$ cat src/rtl/mmio_bus_ctrl.sv
// Memory-mapped bus controller: decodes CPU data-port accesses onto N slave windows
// with a registered request/ready handshake and timeout, and hosts the interrupt/error control block.
module mmio_bus_ctrl #(
    parameter int unsigned         N_SLV     = 4,
    parameter int unsigned         DATA_W    = 32,
    // Slave i occupies bits [32i+31:32i]: slave 0 = 0x40000000, 1 = 0x40000010,
    // 2 = 0x40000020, 3 = 0x00000000 (2 KiB window).
    parameter logic [N_SLV*32-1:0] SLV_BASE  = {32'h00000000, 32'h40000020, 32'h40000010, 32'h40000000},
    parameter logic [N_SLV*32-1:0] SLV_MASK  = {32'hFFFFF800, 32'hFFFFFFF0, 32'hFFFFFFF0, 32'hFFFFFFF0},
    parameter logic [31:0]         CTRL_BASE = 32'h40000100,
    parameter int unsigned         TIMEOUT   = 16
) (
    input  logic                    clk,
    input  logic                    reset,
    input  logic                    cpu_req,
    input  logic                    cpu_we,
    input  logic [31:0]             cpu_addr,
    input  logic [DATA_W-1:0]       cpu_wdata,
    output logic [DATA_W-1:0]       cpu_rdata,
    output logic                    cpu_ready,
    output logic                    cpu_err,
    output logic [N_SLV-1:0]        slv_sel,
    output logic                    slv_we,
    output logic [31:0]             slv_addr,
    output logic [DATA_W-1:0]       slv_wdata,
    input  logic [N_SLV*DATA_W-1:0] slv_rdata,
    input  logic [N_SLV-1:0]        slv_ready,
    input  logic [N_SLV-1:0]        slv_irq,
    output logic                    IRQ
);

    localparam int unsigned P_W   = N_SLV + 1;
    localparam int unsigned CNT_W = $clog2(TIMEOUT + 1);

    typedef enum logic [1:0] {
        S_IDLE,
        S_ACCESS,
        S_DONE
    } state_t;

    state_t            state_q;
    logic [CNT_W-1:0]  wait_q;
    logic [DATA_W-1:0] cpu_rdata_q;
    logic              cpu_ready_q;
    logic              cpu_err_q;
    logic [N_SLV-1:0]  slv_sel_q;
    logic              slv_we_q;
    logic [31:0]       slv_addr_q;
    logic [DATA_W-1:0] slv_wdata_q;

    logic [P_W-1:0]    pend_q, pend_d;
    logic [P_W-1:0]    en_q, en_d;
    logic [31:0]       err_addr_q, err_addr_d;
    logic [31:0]       err_cnt_q, err_cnt_d;
    logic [N_SLV-1:0]  irq_q;
    logic              irq_out_q;

    logic              ctrl_hit;
    logic              slv_hit;
    logic [N_SLV-1:0]  sel_d;
    logic              rsp_ready;
    logic [DATA_W-1:0] rsp_rdata;
    logic [DATA_W-1:0] ctrl_rdata;
    logic              idle_req;
    logic              ctrl_wr;
    logic              unmapped;
    logic              timeout;
    logic              err_evt;

    // Address decode: control block first, then slave windows with the lowest index winning.
    // NOTE: every signal assigned in a combinational block gets a default at the top,
    // so no path leaves it unassigned and no latch is inferred.
    always_comb begin
        ctrl_hit = (cpu_addr[31:4] == CTRL_BASE[31:4]);
        slv_hit  = 1'b0;
        sel_d    = '0;
        for (int i = 0; i < N_SLV; i++) begin
            if (!slv_hit && ((cpu_addr & SLV_MASK[32*i +: 32]) == SLV_BASE[32*i +: 32])) begin
                slv_hit  = 1'b1;
                sel_d[i] = 1'b1;
            end
        end
    end

    always_comb begin
        rsp_ready = |(slv_ready & slv_sel_q);
        rsp_rdata = '0;
        for (int i = 0; i < N_SLV; i++) begin
            if (slv_sel_q[i]) begin
                rsp_rdata = rsp_rdata | slv_rdata[DATA_W*i +: DATA_W];
            end
        end
    end

    always_comb begin
        case (cpu_addr[3:2])
            2'd0:    ctrl_rdata = DATA_W'(pend_q);
            2'd1:    ctrl_rdata = DATA_W'(en_q);
            2'd2:    ctrl_rdata = DATA_W'(err_addr_q);
            default: ctrl_rdata = DATA_W'(err_cnt_q);
        endcase
    end

    assign idle_req = (state_q == S_IDLE) && cpu_req;
    assign ctrl_wr  = idle_req && ctrl_hit && cpu_we;
    assign unmapped = idle_req && !ctrl_hit && !slv_hit;
    assign timeout  = (state_q == S_ACCESS) && !rsp_ready && (wait_q == CNT_W'(TIMEOUT - 1));
    assign err_evt  = unmapped || timeout;

    // Control-block next state; a pending set is applied after the W1C so the set wins.
    always_comb begin
        pend_d     = pend_q;
        en_d       = en_q;
        err_addr_d = err_addr_q;
        err_cnt_d  = err_cnt_q;
        if (ctrl_wr) begin
            case (cpu_addr[3:2])
                2'd0:    pend_d    = pend_q & ~P_W'(cpu_wdata);
                2'd1:    en_d      = P_W'(cpu_wdata);
                2'd3:    err_cnt_d = '0;
                default: ;
            endcase
        end
        pend_d = pend_d | {err_evt, slv_irq & ~irq_q};
        if (err_evt) begin
            // The CPU holds its address until ready, so the registered copy is that same address.
            err_addr_d = unmapped ? cpu_addr : slv_addr_q;
            if (err_cnt_q != '1) begin
                err_cnt_d = err_cnt_q + 32'd1;
            end
        end
    end

    // NOTE: state registers use non-blocking assignments so every register samples
    // the pre-edge values regardless of statement order.
    always_ff @(posedge clk) begin
        if (!reset) begin
            state_q     <= S_IDLE;
            wait_q      <= '0;
            cpu_rdata_q <= '0;
            cpu_ready_q <= 1'b0;
            cpu_err_q   <= 1'b0;
            slv_sel_q   <= '0;
            slv_we_q    <= 1'b0;
            slv_addr_q  <= '0;
            slv_wdata_q <= '0;
        end else begin
            cpu_ready_q <= 1'b0;
            cpu_err_q   <= 1'b0;
            case (state_q)
                S_IDLE: begin
                    if (cpu_req) begin
                        if (ctrl_hit) begin
                            state_q     <= S_DONE;
                            cpu_ready_q <= 1'b1;
                            cpu_rdata_q <= cpu_we ? '0 : ctrl_rdata;
                        end else if (slv_hit) begin
                            state_q     <= S_ACCESS;
                            wait_q      <= '0;
                            slv_sel_q   <= sel_d;
                            slv_we_q    <= cpu_we;
                            slv_addr_q  <= cpu_addr;
                            slv_wdata_q <= cpu_wdata;
                        end else begin
                            state_q     <= S_DONE;
                            cpu_ready_q <= 1'b1;
                            cpu_err_q   <= 1'b1;
                            cpu_rdata_q <= '0;
                        end
                    end
                end
                S_ACCESS: begin
                    if (rsp_ready) begin
                        state_q     <= S_DONE;
                        slv_sel_q   <= '0;
                        cpu_ready_q <= 1'b1;
                        cpu_rdata_q <= slv_we_q ? '0 : rsp_rdata;
                    end else if (timeout) begin
                        state_q     <= S_DONE;
                        slv_sel_q   <= '0;
                        cpu_ready_q <= 1'b1;
                        cpu_err_q   <= 1'b1;
                        cpu_rdata_q <= '0;
                    end else begin
                        wait_q <= wait_q + CNT_W'(1);
                    end
                end
                S_DONE: begin
                    state_q <= S_IDLE;
                end
                default: begin
                    state_q <= S_IDLE;
                end
            endcase
        end
    end

    always_ff @(posedge clk) begin
        if (!reset) begin
            pend_q     <= '0;
            en_q       <= '0;
            err_addr_q <= '0;
            err_cnt_q  <= '0;
            irq_q      <= '0;
            irq_out_q  <= 1'b0;
        end else begin
            pend_q     <= pend_d;
            en_q       <= en_d;
            err_addr_q <= err_addr_d;
            err_cnt_q  <= err_cnt_d;
            irq_q      <= slv_irq;
            irq_out_q  <= |(pend_q & en_q);
        end
    end

    assign cpu_rdata = cpu_rdata_q;
    assign cpu_ready = cpu_ready_q;
    assign cpu_err   = cpu_err_q;
    assign slv_sel   = slv_sel_q;
    assign slv_we    = slv_we_q;
    assign slv_addr  = slv_addr_q;
    assign slv_wdata = slv_wdata_q;
    assign IRQ       = irq_out_q;

endmodule

$ cat config.mk
export PLATFORM = sky130hd
export DESIGN_NAME = mmio_bus_ctrl
export DESIGN_NICKNAME = d
export VERILOG_FILES = /design/src/rtl/mmio_bus_ctrl.sv
export SDC_FILE = /design/constraint.sdc
export NUM_CORES = 1
export LEC_CHECK = 0
export ABC_CLOCK_PERIOD_IN_PS = 2100
export CORE_UTILIZATION = 60
export CTS_BUF_LIST = sky130_fd_sc_hd__clkbuf_2
export DETAILED_ROUTE_END_ITERATION = 10
export DONT_BUFFER_PORTS = 1
export GPL_ROUTABILITY_DRIVEN = 0
export GPL_TIMING_DRIVEN = 0
export HOLD_SLACK_MARGIN = 0.12
export MAX_ROUTING_LAYER = met4
export PLACE_DENSITY = 0.79
export RECOVER_POWER = 25
export SYNTH_ARGS = -nofsm -noshare
export SYNTH_HDL_FRONTEND = slang
export SYNTH_SLANG_ARGS = --single-unit
$ cat constraint.sdc
create_clock -name clk -period 2.1 [get_ports clk]
set_input_delay 0.105 -clock clk [delete_from_list [all_inputs] [get_ports clk]]
set_output_delay 0.105 -clock clk [all_outputs]
set_load 0.005 [all_outputs]
==> metrics.txt, run 1 <==
# TYPE chip_impl_metric gauge
chip_impl_metric{name="placedInstanceArea",unit="um^2"} 9090
chip_impl_info{name="flow.stopped_at",value="global routing (5_1_grt)"} 1
chip_impl_metric{name="htreeDepth",unit=""} 4
chip_impl_info{name="ys.flop_type",value="sky130_fd_sc_hd__dfxtp_1"} 1
chip_impl_metric{name="syn-num-nets",unit=""} 1276
chip_impl_metric{name="clock_tree_sinks",unit=""} 189
chip_impl_info{name="worstEpCategory",value="sequential cell input"} 1
chip_impl_metric{name="grt_start_max_net_pins",unit=""} 20
chip_impl_metric{name="syn_area",unit="um^2"} 8830
chip_impl_metric{name="synthDistinctLibCells",unit=""} 58
chip_impl_metric{name="cts_max_path_buffers",unit=""} 2
chip_impl_metric{name="avgSynthCellArea",unit="um^2"} 8.26
chip_impl_info{name="outcome",value="stopped before the end"} 1
chip_impl_metric{name="synth_async_sr_flop_share",unit="%"} 0
chip_impl_metric{name="dp.final_hpwl",unit="um"} 22800
chip_impl_metric{name="ios",unit=""} 308
chip_impl_metric{name="grt.overflow.total",unit=""} 124
chip_impl_metric{name="initial_core_utilization",unit="%"} 62.6
chip_impl_metric{name="rows",unit=""} 43
chip_impl_metric{name="cell_count_after_synthesis",unit=""} 1069
chip_impl_metric{name="track_usage",unit="%"} 83.4
chip_impl_metric{name="port-buffer-count",unit=""} 0
chip_impl_info{name="tool.error",value="[ERROR GRT-0232] Routing congestion too high. Check the congestion heatmap in the GUI."} 1
chip_impl_metric{name="synth_enable_flop_cells",unit=""} 0
chip_impl_metric{name="synth-seq-cells",unit=""} 189
chip_impl_info{name="grt-worst-endpoint",value="err_cnt_q[5]$_SDFF_PN0_/D"} 1
chip_impl_metric{name="cts_inserted_buffers",unit=""} 17
chip_impl_metric{name="chipWidth",unit="um"} 123
chip_impl_metric{name="die_height",unit="um"} 123
chip_impl_metric{name="synth.yosys.warnings",unit=""} 0
chip_impl_metric{name="seq_area_frac_synth",unit="%"} 42.8
chip_impl_metric{name="preCtsSetupSlack",unit="ps"} -956
chip_impl_info{name="clockRootBuffer",value="sky130_fd_sc_hd__clkbuf_2"} 1
what timing repair did:
action                                  4_1_cts
cloned                                        2
hold buffers                                244
endpoints found under the setup margin      156
buffers inserted                             12
hold endpoints to repair                    188
pin swaps                                    17
gates resized for setup                      90
stage by stage:
step / TNS, ps / utilization [%] / instances / hold WS, ps
2_1_floorplan: -726 / - / 1069 / 206
3_3_place_gp: -116250 / 64.5 / 1249 / 220
3_5_place_dp: -125440 / 64.5 / 1249 / 222
4_1_cts: -11170 / 86.3 / 1537 / -653
routing by layer:
layer	GRT overflow	track usage (%)
met4	51	87.3
met1	1	78.8
met2	70	97.8
met5	-	-
met3	2	69.1
synthesized netlist by cell type, drive strengths merged (7+ instances only):
cell type | number | area [um^2]
buf | 17 | 82.6
a211oi | 9 | 72.6
o211a | 27 | 270
o311ai | 7 | 61.3
nor4 | 9 | 56.3
or3 | 8 | 50.1
nand2 | 255 | 957
a21oi | 60 | 300
o21ai | 20 | 100
mux2i | 35 | 350
xor2 | 7 | 61.3
nand4 | 19 | 119
dfxtp | 189 | 3780
clkbuf | 69 | 259
a311oi | 32 | 280
inv | 16 | 60.1
and3 | 26 | 163
nor2 | 62 | 233
nand3 | 20 | 100
a22oi | 72 | 541
o211ai | 28 | 210
and2 | 9 | 56.3
kinds of logic after synthesis:
group / after synthesis / share of synthesized area, %
flip-flops: 189 / 42.8
AO/OA/AOI/OAI: 285 / 23.6
buffers and inverters: 102 / 4.55
AND/OR/NAND/NOR: 441 / 22.4
adder cells (fa/ha/maj): 3 / 0.425
multiplexers: 40 / 5.24
XOR/XNOR: 9 / 0.893
==> run 2: changes to the inputs <==
==> config.mk (replaced) <==
export PLATFORM = sky130hd
export DESIGN_NAME = mmio_bus_ctrl
export DESIGN_NICKNAME = d
export VERILOG_FILES = /design/src/rtl/mmio_bus_ctrl.sv
export SDC_FILE = /design/constraint.sdc
export NUM_CORES = 1
export LEC_CHECK = 0
export ABC_CLOCK_PERIOD_IN_PS = 2700
export CORE_UTILIZATION = 40
export DETAILED_ROUTE_END_ITERATION = 10
export DONT_BUFFER_PORTS = 1
export GPL_ROUTABILITY_DRIVEN = 0
export GPL_TIMING_DRIVEN = 0
export PLACE_DENSITY_LB_ADDON = 0.15
export RECOVER_POWER = 25
export SYNTH_ARGS = -nofsm -noshare
export SYNTH_HDL_FRONTEND = slang
export SYNTH_SLANG_ARGS = --single-unit
==> constraint.sdc (replaced) <==
create_clock -name clk -period 2.7 [get_ports clk]
set_input_delay 0.135 -clock clk [delete_from_list [all_inputs] [get_ports clk]]
set_output_delay 0.135 -clock clk [all_outputs]
set_load 0.005 [all_outputs]
==> run 2 against run 1 <==
The run now ends clean; synthesized cell count unchanged; area after synthesis is the same.
==> metrics.txt, run 2 <==
# TYPE chip_impl_metric gauge
chip_impl_metric{name="avgSynthCellArea",unit="um^2"} 8.26
chip_impl_metric{name="chipWidth",unit="um"} 151
chip_impl_metric{name="setup-violations-final",unit=""} 0
chip_impl_metric{name="grt.overflow.total",unit=""} 0
chip_impl_info{name="final_common_cell",value="sky130_fd_sc_hd__nand2_1"} 1
chip_impl_metric{name="worst_ep_required_time",unit="ps"} 3040
chip_impl_metric{name="clock_tree_sinks",unit=""} 189
chip_impl_info{name="cp-end-kind",value="flop"} 1
chip_impl_metric{name="critical_path_peak_fanout",unit=""} 10
chip_impl_metric{name="rows",unit=""} 53
chip_impl_metric{name="slew_viols_final",unit=""} 0
chip_impl_metric{name="finish.utilization",unit="%"} 49.2
chip_impl_metric{name="worst_slew_pin_slew",unit="ps"} 833
chip_impl_metric{name="final_cycle_share",unit="%"} 98.0
chip_impl_metric{name="hold_viol_final",unit=""} 0
chip_impl_info{name="start_kind",value="flop"} 1
chip_impl_metric{name="area_growth_syn_to_layout",unit="%"} 19.0
chip_impl_metric{name="power_leakage",unit="nW"} 4.02
chip_impl_info{name="post-synth-top-count-cell",value="sky130_fd_sc_hd__nand2_1"} 1
chip_impl_info{name="worst_hold_path_type",value="in -> reg"} 1
chip_impl_metric{name="cts_inserted_buffers",unit=""} 17
chip_impl_metric{name="final_nets",unit=""} 1363
chip_impl_metric{name="irDropWorstVdd",unit="uV"} 387
chip_impl_metric{name="drcViolationCount",unit=""} 0
chip_impl_metric{name="synth_enable_flop_cells",unit=""} 0
chip_impl_metric{name="track_usage",unit="%"} 29.1
chip_impl_metric{name="period_needed",unit="ps"} 2640
chip_impl_metric{name="fmax",unit="GHz"} 0.378
chip_impl_metric{name="dp.final_hpwl",unit="um"} 25300
chip_impl_metric{name="routed_wirelength",unit="um"} 33200
chip_impl_metric{name="clock_transition_time_at_the_flip_flop_clock_pins_of_the_worst_setup_and_hold_paths",unit="ps"} 80
chip_impl_metric{name="htreeDepth",unit=""} 4
chip_impl_metric{name="ios",unit=""} 308
chip_impl_metric{name="die_height",unit="um"} 151
chip_impl_metric{name="grt_start_max_net_pins",unit=""} 21
chip_impl_info{name="post_synth_main_area_contributors",value="sky130_fd_sc_hd__dfxtp_1, sky130_fd_sc_hd__nand2_1, sky130_fd_sc_hd__a22oi_1"} 1
chip_impl_metric{name="seq_area_frac_synth",unit="%"} 42.8
chip_impl_metric{name="first_global_vias",unit=""} 8208
chip_impl_metric{name="port-buffer-count",unit=""} 0
chip_impl_metric{name="syn-num-nets",unit=""} 1276
chip_impl_metric{name="drive_above_1_share",unit="%"} 6.42
chip_impl_info{name="most-common-layout-cells",value="sky130_fd_sc_hd__nand2_1, sky130_fd_sc_hd__dfxtp_1, sky130_fd_sc_hd__a22oi_1"} 1
chip_impl_metric{name="preCtsSetupSlack",unit="ps"} -685
chip_impl_metric{name="design.core.area",unit="um^2"} 21400
chip_impl_metric{name="cell_count_after_synthesis",unit=""} 1069
chip_impl_metric{name="detail-route-antenna-nets",unit=""} 0
chip_impl_info{name="rsz_0062_raised_after_global_routing",value="false"} 1
chip_impl_info{name="netlist_top_cells_count",value="sky130_fd_sc_hd__nand2_1, sky130_fd_sc_hd__dfxtp_1, sky130_fd_sc_hd__a22oi_1, sky130_fd_sc_hd__clkbuf_1, sky130_fd_sc_hd__nor2_1"} 1
chip_impl_metric{name="synth.yosys.warnings",unit=""} 0
chip_impl_info{name="largest_area_contributor_in_the_netlist",value="sky130_fd_sc_hd__dfxtp_1"} 1
chip_impl_metric{name="dr.first_iter.drc_count",unit=""} 657
chip_impl_metric{name="syn_area",unit="um^2"} 8830
chip_impl_info{name="outcome",value="complete, no violations"} 1
chip_impl_metric{name="fin_cells",unit=""} 1445
chip_impl_metric{name="wire_per_inst",unit="um"} 23.0
chip_impl_metric{name="synth-seq-cells",unit=""} 189
chip_impl_metric{name="power-per-cell-area",unit="nW/um^2"} 566
chip_impl_info{name="setup.worst_path.class",value="reg -> reg"} 1
chip_impl_info{name="cts_tree",value="done"} 1
chip_impl_metric{name="synth_largest_type_area_fraction",unit="%"} 42.8
chip_impl_metric{name="clk_latency",unit="ps"} 450
chip_impl_metric{name="first_pass_grt_wire_length",unit="um"} 48500
chip_impl_metric{name="vias_per_cell",unit=""} 5.93
chip_impl_metric{name="drtPass1Iterations",unit=""} 7
chip_impl_metric{name="routed-via-count",unit=""} 8563
chip_impl_info{name="clockRootBuffer",value="sky130_fd_sc_hd__clkbuf_16"} 1
chip_impl_metric{name="slew_headroom",unit="%"} 44.5
chip_impl_metric{name="synthDistinctLibCells",unit=""} 58
chip_impl_metric{name="cts_max_path_buffers",unit=""} 2
chip_impl_metric{name="final.hold.worst_slack",unit="ps"} 32.8
chip_impl_metric{name="max_cap_viol_count",unit=""} 0
chip_impl_metric{name="place.detailed.instances",unit=""} 1344
chip_impl_metric{name="synth_async_sr_flop_share",unit="%"} 0
chip_impl_metric{name="fillerInstances",unit=""} 2117
chip_impl_metric{name="initial_core_utilization",unit="%"} 41.4
chip_impl_info{name="ys.flop_type",value="sky130_fd_sc_hd__dfxtp_1"} 1
chip_impl_metric{name="postLayoutSetupSlackWorst",unit="ps"} 55.0
chip_impl_metric{name="critPathArrivalTime",unit="ps"} 2980
chip_impl_metric{name="antenna_found_initial",unit=""} 1
chip_impl_metric{name="worst_clock_skew",unit="ps"} 14.4
chip_impl_metric{name="overall_die_area",unit="um^2"} 22700
[run 2: cell counts after synthesis]
Identical to the previous run, type by type.
[run 2: layout make-up]
type | count | area (um^2) | area share [%]
Antenna cell | 1 | 2.50 | 0.0238
Buffer | 85 | 350 | 3.33
Inverter | 16 | 60.1 | 0.572
Clock buffer | 17 | 425 | 4.05
Timing Repair Buffer | 69 | 683 | 6.50
Multi-Input combinational cell | 778 | 4690 | 44.7
Clock inverter | 15 | 165 | 1.57
Sequential cell | 189 | 3780 | 36.0
Tap cell | 275 | 344 | 3.27
[run 2: routing by layer]
metal | wire (um) | GRT usage [%]
met4 | 506 | 6.85
met2 | 15600 | 48.4
met5 | 0 | 0
met1 | 14100 | 37.1
met3 | 2960 | 8.30
[run 2: final timing paths]
check        cells after the start                       start  slack, ps                    endpoint
max reg2reg                      8     err_cnt_q[0]$_SDFF_PN0_         60    err_cnt_q[15]$_SDFF_PN0_
max                              8     err_cnt_q[0]$_SDFF_PN0_         60    err_cnt_q[15]$_SDFF_PN0_
min                              2                  slv_irq[0]         30        pend_q[0]$_SDFF_PN0_
min reg2reg                      2  slv_wdata[10]$_SDFFE_PN0P_        480  slv_wdata[10]$_SDFFE_PN0P_
[run 2: logic make-up after synthesis]
family,count (synthesis),synth area share [%]
AND/OR/NAND/NOR,441,22.4
AO/OA/AOI/OAI,285,23.6
flip-flops,189,42.8
buffers and inverters,102,4.55
multiplexers,40,5.24
XOR/XNOR,9,0.893
adder cells (fa/ha/maj),3,0.425
[run 2: power by group]
| part | internal, mW | switching, mW | total, mW |
|---|---|---|---|
| clock | 1.25 | 1.29 | 2.53 |
| combinational | 0.200 | 0.261 | 0.461 |
| sequential | 2.87 | 0.0834 | 2.95 |
[run 2: per-stage QoR]
| step | cell area, um^2 | setup TNS (ps) | power (mW) |
|---|---|---|---|
| finish | 10500 | 0 | 5.95 |
| global route | 10500 | 0 | 6.14 |
| CTS | 10500 | 0 | 5.98 |
| detailed placement | 9180 | -31470 | 3.38 |
| global placement | 9180 | -26550 | 3.38 |
| floorplan | 8830 | 0 | 3.24 |
[run 2: critical path, cell delays in order, from the launching register on]
cell and delay (ps):
sky130_fd_sc_hd__dfxtp_1 430, sky130_fd_sc_hd__ha_1 330, sky130_fd_sc_hd__nand4_1 150, sky130_fd_sc_hd__nor4_1 490, sky130_fd_sc_hd__and3_1 340, sky130_fd_sc_hd__a211o_1 210
sky130_fd_sc_hd__buf_2 270, sky130_fd_sc_hd__nor2_1 80, sky130_fd_sc_hd__a221o_1 250
[run 2: what timing repair did]
action,4_1_cts,5_1_grt
endpoints found under the setup margin,56,52
resized for setup,8,14
setup buffers,3,0
pin swaps,1,1
hold buffers,66,0
hold endpoints to repair,90,0
Note: power is estimated with default switching activity, not from simulation.
